[src/rtl/fifo_feeder_pkg.sv]
// Shared encodings and defaults for the FIFO-to-UART-TX feeder.
// State codes are fixed 3-bit values so they stay stable across builds.
package fifo_feeder_pkg;

  localparam int DEF_DATA_WIDTH  = 8;
  localparam int DEF_TIMEOUT_CYC = 16;

  localparam logic [2:0] ENC_IDLE    = 3'd0;
  localparam logic [2:0] ENC_POP     = 3'd1;
  localparam logic [2:0] ENC_SEND    = 3'd2;
  localparam logic [2:0] ENC_WAIT_HI = 3'd3;
  localparam logic [2:0] ENC_WAIT_LO = 3'd4;

  typedef enum logic [2:0] {
    IDLE    = ENC_IDLE,
    POP     = ENC_POP,
    SEND    = ENC_SEND,
    WAIT_HI = ENC_WAIT_HI,
    WAIT_LO = ENC_WAIT_LO
  } feeder_state_t;

endpackage

[src/rtl/feeder_timeout_cnt.sv]
// 8-bit clear/enable counter; tc flags the enabled cycle whose increment reaches terminal.
// Zero latency on tc, no backpressure.
module feeder_timeout_cnt #(
  parameter int TC_VAL = 14
) (
  input  logic CLK,
  input  logic RST,
  input  logic clr,
  input  logic en,
  output logic tc
);

  localparam logic [7:0] TC_CNT = 8'(TC_VAL);

  logic [7:0] cnt;

  always_ff @(posedge CLK or negedge RST) begin
    if (!RST) begin
      cnt <= '0;
    end else if (clr) begin
      cnt <= '0;
    end else if (en) begin
      cnt <= cnt + 8'd1;
    end
  end

  assign tc = en && (cnt == TC_CNT);

endmodule

[src/rtl/fifo_tx_feeder.sv]
// Drains the read side of the async FIFO into UART TX, one word per BUSY handshake; 4 cycles overhead per word.
// Waits on FIFO_EMPTY/TX_BUSY in IDLE; optional BUSY-rise timeout with sticky TX_ERR under FEEDER_TIMEOUT_EN.
module fifo_tx_feeder
  import fifo_feeder_pkg::*;
#(
  parameter int DATA_WIDTH = DEF_DATA_WIDTH
`ifdef FEEDER_TIMEOUT_EN
  , parameter int TIMEOUT_CYC = DEF_TIMEOUT_CYC
`endif
) (
  input  logic                  CLK,
  input  logic                  RST,
  input  logic                  EN,
  input  logic                  FIFO_EMPTY,
  input  logic [DATA_WIDTH-1:0] FIFO_RD_DATA,
  output logic                  FIFO_R_INC,
  input  logic                  TX_BUSY,
  output logic [DATA_WIDTH-1:0] TX_P_DATA,
  output logic                  TX_D_VLD,
  output logic                  FEED_ACTIVE
`ifdef FEEDER_TIMEOUT_EN
  , output logic                TX_ERR
`endif
);

  feeder_state_t state, state_nxt;
  logic          timeout;

`ifdef FEEDER_TIMEOUT_EN
  // tc fires on the WAIT_HI cycle whose increment reaches TIMEOUT_CYC-1,
  // so IDLE is re-entered TIMEOUT_CYC cycles after SEND.
  feeder_timeout_cnt #(
    .TC_VAL (TIMEOUT_CYC - 2)
  ) u_timeout_cnt (
    .CLK (CLK),
    .RST (RST),
    .clr (state == SEND),
    .en  (state == WAIT_HI),
    .tc  (timeout)
  );

  always_ff @(posedge CLK or negedge RST) begin
    if (!RST) begin
      TX_ERR <= 1'b0;
    end else if (state == WAIT_HI && !TX_BUSY && timeout) begin
      TX_ERR <= 1'b1;
    end
  end
`else
  assign timeout = 1'b0;
`endif

  always_ff @(posedge CLK or negedge RST) begin
    if (!RST) begin
      state <= IDLE;
    end else begin
      state <= state_nxt;
    end
  end

  always_comb begin
    state_nxt = state;
    case (state)
      IDLE:    if (EN && !FIFO_EMPTY && !TX_BUSY) state_nxt = POP;
      POP:     state_nxt = SEND;
      SEND:    state_nxt = WAIT_HI;
      WAIT_HI: begin
        if (TX_BUSY) begin
          state_nxt = WAIT_LO;
        end else if (timeout) begin
          state_nxt = IDLE;
        end
      end
      WAIT_LO: if (!TX_BUSY) state_nxt = IDLE;
      default: state_nxt = IDLE;
    endcase
  end

  // Capture on the pop edge; the word stays put until the next pop.
  always_ff @(posedge CLK or negedge RST) begin
    if (!RST) begin
      TX_P_DATA <= '0;
    end else if (state == POP) begin
      TX_P_DATA <= FIFO_RD_DATA;
    end
  end

  assign FIFO_R_INC  = (state == POP);
  assign TX_D_VLD    = (state == SEND);
  assign FEED_ACTIVE = (state != IDLE);

endmodule

[config.mk]
export PLATFORM = sky130hd
export DESIGN_NAME = fifo_tx_feeder
export DESIGN_NICKNAME = d
export VERILOG_FILES = /design/src/rtl/fifo_feeder_pkg.sv /design/src/rtl/feeder_timeout_cnt.sv /design/src/rtl/fifo_tx_feeder.sv
export SDC_FILE = /design/constraint.sdc
export NUM_CORES = 1
export LEC_CHECK = 0
export ABC_AREA = 1
export BUFFER_PORTS_ARGS = -buffer_cell sky130_fd_sc_hd__buf_4
export CORE_AREA = 2 2 39 41
export CTS_BUF_LIST = sky130_fd_sc_hd__clkbuf_16
export CTS_CLUSTER_DIAMETER = 150
export DETAILED_ROUTE_END_ITERATION = 10
export DIE_AREA = 0 0 41 43
export GPL_TIMING_DRIVEN = 0
export HOLD_SLACK_MARGIN = 0.12
export PLACE_DENSITY = 0.66
export SKIP_CTS_REPAIR_TIMING = 1
export SYNTH_ARGS = -nofsm -noshare
export SYNTH_HDL_FRONTEND = slang
export SYNTH_HIERARCHICAL = 1
export SYNTH_SLANG_ARGS = --single-unit
[constraint.sdc]
create_clock -name CLK -period 3.2 [get_ports CLK]
set_input_delay 0.96 -clock CLK [delete_from_list [all_inputs] [get_ports CLK]]
set_output_delay 0.96 -clock CLK [all_outputs]
set_load 0.01 [all_outputs]
=== Word level (Yosys, flattened, before mapping) ===
Index checks and enable logic that the tools add are counted.

* $add $sub $neg: 0
* $mul: 0
* Div/mod/pow operators: 0
* Magnitude comparators: 0
* Eq/ne operators: 7
* Shifts and indexed selects: 0
* Mux-type cells: 4
* Bitwise gates (word level): 0
* Reductions and logical operators: 7

{| class="wikitable"
|+ Operators by type and width
! kind !! number
|-
| one-hot mux 3 bit (5 select lines) || 1
|-
| 2-to-1 mux 3 bit || 3
|-
| equality test 3 x 2 -> 1 bit, second input constant || 2
|-
| != test 2 bit, second input constant || 3
|-
| equality test 3 x 1 -> 1 bit, second input constant || 1
|-
| equality test 3 bit, second input constant || 1
|-
| zero test 3 bit || 1
|-
| AND reduction 3 bit || 1
|-
| nonzero test 3 bit || 1
|-
| logical AND 1 bit || 2
|-
| zero test 1 bit || 2
|}

* Register bits: 11
* Bits in latches: 0
* Memory bits (writable): 0
* Bits in read-only memories: 0
* Output and inout bits: 11
* Word-level logic and storage cells: 20
* Memories kept: 0

=== Depth between registers and ports, before layout ===
* Depth in word-level cells: 5
* Mapped depth: 6
* Depth with buffers taken out: 6

=== Worst setup path after synthesis ===
No wires, ideal clock.

* Path type: reg2out
* Start point: register state[2]
* End point: output TX_D_VLD
* Arrival time: 0.727 ns
* Setup slack: 1.513 ns
* Stages on the path, launching flop included: 4
* Cells stage by stage: dfrtp_1 -> inv_2 -> nand2_1 -> nor2_1

* Cells in the longest elaborated chain, start to end: 1

{| class="wikitable"
|+ RTL lines
! what !! RTL line !! source
|-
| start, declared || fifo_tx_feeder.sv:26 || <nowiki>feeder_state_t state, state_nxt;</nowiki>
|-
| start signal, assigned || fifo_tx_feeder.sv:57 || <nowiki>state <= state_nxt;</nowiki>
|-
| equality test 3 x 2 -> 1 bit || fifo_tx_feeder.sv:89 || <nowiki>assign TX_D_VLD = (state == SEND);</nowiki>
|-
| end, declared || fifo_tx_feeder.sv:19 || <nowiki>output logic TX_D_VLD,</nowiki>
|}

Every way passes these cells.

=== Worst setup path in the final report ===
* Start point: register state[0]
* End point: output FIFO_R_INC

* Cells in the longest elaborated chain, start to end: 1

{| class="wikitable"
|+ RTL lines
! what !! RTL line !! source
|-
| equality test 3 x 1 -> 1 bit || fifo_tx_feeder.sv:88 || <nowiki>assign FIFO_R_INC = (state == POP);</nowiki>
|-
| end, declared || fifo_tx_feeder.sv:16 || <nowiki>output logic FIFO_R_INC,</nowiki>
|}

Every way passes these cells.

==> impl_results.md <==
* Post-synth cell types at 12
* Critical Path Max Stage Delay at 400 ps
* Worst skew pair latency at 230 ps
* Setup Crit Path Kind: flip-flop to primary output
* Mapped Area at 489 µm²
* Power Density at 1080 nW/µm²
* Commonest cells after routing, fill and taps aside: nand2_1, buf_4, dfrtp_1
* H-Tree Depth at 1
* CTS Buffer Depth at 2
* GRT Total Usage at 12.9%
* I/O pin cnt at 24
* DRC violations left at 0
* Max frequency at 481 MHz
* DRT Pass-1 Iters at 4
* Area share of the largest cell type after synthesis at 56.3%
* Synthesized area per cell at 8.29 µm²
* Hold_sp: TX_P_DATA[6]$_DFFE_PN0P_
* Crit-path slowest cell: dfrtp_1
* GPL Wtd Cong at 0.648
* Die Wd at 41 µm
* R2R Setup Slk at 2160 ps
* CP Launch Type: flip-flop
* Via-to-Cell Ratio at 4.40
* Ranking of synthesized cells by area: dfrtp_1, nand2_1, nand4_1, nand2_4, nor2_1
* Wire per inst at 8.85 µm
* FF-to-FF End: state[0]$_DFFE_PN0P_
* Pin count of the biggest net entering global routing at 12
* Reg clk slew, reported paths at 40 ps
* Buf/Inv on CP at 3
* Syn Nets at 72
* Final TNS setup at 0 ps
* Hold path cells at 2
* CP Max Fanout at 10
* Setup-failing EPs final at 0
* GR Overflow Total at 0
* Die Ht at 43 µm
* Initial Util at 35.4%
* Final #Nets at 100
* Fillers at 133
* Worst path cell trace: inv_2, nor2_4, nand2_4, inv_6, buf_4
* FF+latch count, synth at 11
* Crit share post-route at 64.9%
* Initial antenna violation count at 0
* Slew HR at 85.3%
* Worst path required time at 2240 ps
* Share of layout cells above drive strength 1 at 37.2%
* Port bufs at 23
* Most common cell after layout, fill and taps aside: nand2_1
* Max_cap viols at 0
* Worst min path class: flip-flop to flip-flop
* Status: completed
* CTS sink cnt at 11
* Die area at 1760 µm²
* Worst-margin pin slew at 220 ps
* First-pass GRT wire length at 1600 µm
* ANT cells at 0
* Gate family responsible for the most delay along the worst path: flip-flops
* Static Leakage at 0.000428 µW
* Worst r2r src: state[0]$_DFFE_PN0P_
* Core area at 1380 µm²
* Post-DRT Antenna Nets at 0
* WP data arrival at 1120 ps
* Setup Slack @ Placement at 1360 ps
* R2R depth at 4
* Rows at 14
* Clk root buf: clkbuf_16
* DP Wirelength at 696 µm
* Hold Vio Cnt, Final at 0
* Clock Skews at 0.389 ps
* RSZ-0062 raised after global routing: no
* Setup WS post-layout at 1120 ps
* Via count at 449
* Syn Inst Count at 59
* TritonCTS clock tree: done
* Peak supply drop at 0.000584 V
* Post-Route WL at 903 µm
* Destination of the worst hold path: TX_P_DATA[6]$_DFFE_PN0P_
* CP Capture Type: primary output
* Iteration-0 DRC Markers at 6
* Synth warnings at 6
* Slew Limit Fails at 0
* Area leader, netlist: dfrtp_1
* Sequential area share after synthesis at 56.3%
* Area Growth Syn to Fin at 55.5%
* Min cycle time layout at 2080 ps
* Vias in the first global route at 402
* Num CTS Buffers at 3
how the worst max path moves through the flow:
stage	startpoint	to	depth (start not counted)
finish	state[0]$_DFFE_PN0P_	FIFO_R_INC	5
global route	state[0]$_DFFE_PN0P_	FIFO_R_INC	5
CTS	state[1]$_DFFE_PN0P_	FIFO_R_INC	4
detailed placement	state[1]$_DFFE_PN0P_	FIFO_R_INC	4
global placement	state[0]$_DFFE_PN0P_	FIFO_R_INC	5
floorplan	state[2]$_DFFE_PN0P_	TX_D_VLD	3
where the power goes:
part	switching, µW	leakage (µW)	internal (µW)
logic	182	0.000250	161
registers	48.0	0.000136	208
clock network	57.3	0.0000423	164
sequential cells by signal, indices dropped and copies added (netlist names):
signal     flops
TX_P_DATA      8
state          3
per-stage QoR:
stage	instance area (µm²)	power, µW	hold WS [ps]	std cells	util, %
floorplan	489	453	515	59	-
global placement	682	601	463	98	49.3
detailed placement	682	606	466	98	49.3
CTS	761	829	479	102	55.0
global route	761	885	496	102	55.0
finish	761	820	475	102	55.0
cell type report:
class / instances / area (µm²) / share of cell area, %
well taps: 16 / 20.0 / 2.63
inverters: 5 / 23.8 / 3.12
clock buffers: 3 / 75.1 / 9.87
multi-input cells: 43 / 190 / 25.0
flip-flops and latches: 11 / 275 / 36.2
repair buffers: 23 / 173 / 22.7
clock inverters: 1 / 3.75 / 0.493
routing by layer:
| metal | part of all wire, % | GRT usage (%) | up-vias | wire [µm] |
|---|---|---|---|---|
| li1 | - | - | 235 | - |
| met1 | 47 | 19.4 | 196 | 421 |
| met2 | 45 | 18.1 | 18 | 407 |
| met3 | 8.2 | 3.14 | 0 | 74 |
| met4 | 0 | 4.00 | 0 | 0 |
| met5 | 0 | 0 | - | 0 |
cell families (layout without fill, tap and decap cells):
family / count (synthesis) / after routing / synth area share, %
buffers and inverters: 5 / 32 / 4.86
AND/OR/NAND/NOR: 43 / 43 / 38.9
flip-flops: 11 / 11 / 56.3
synthesized netlist by cell type:
cell / count
nand3_1: 2
dfrtp_1: 11
inv_6: 1
nor2_4: 1
nand3b_1: 1
nor2_1: 3
inv_1: 2
nand2_4: 1
nand4_1: 2
nor2_2: 1
inv_2: 2
nand2_1: 32
worst register-to-register path: cells and delay by family, from the launching register on:
family,cells,cell delay (ps)
and+or+nand+nor,4,500
DFF,1,410
Power figures use the tool's default switching activity.
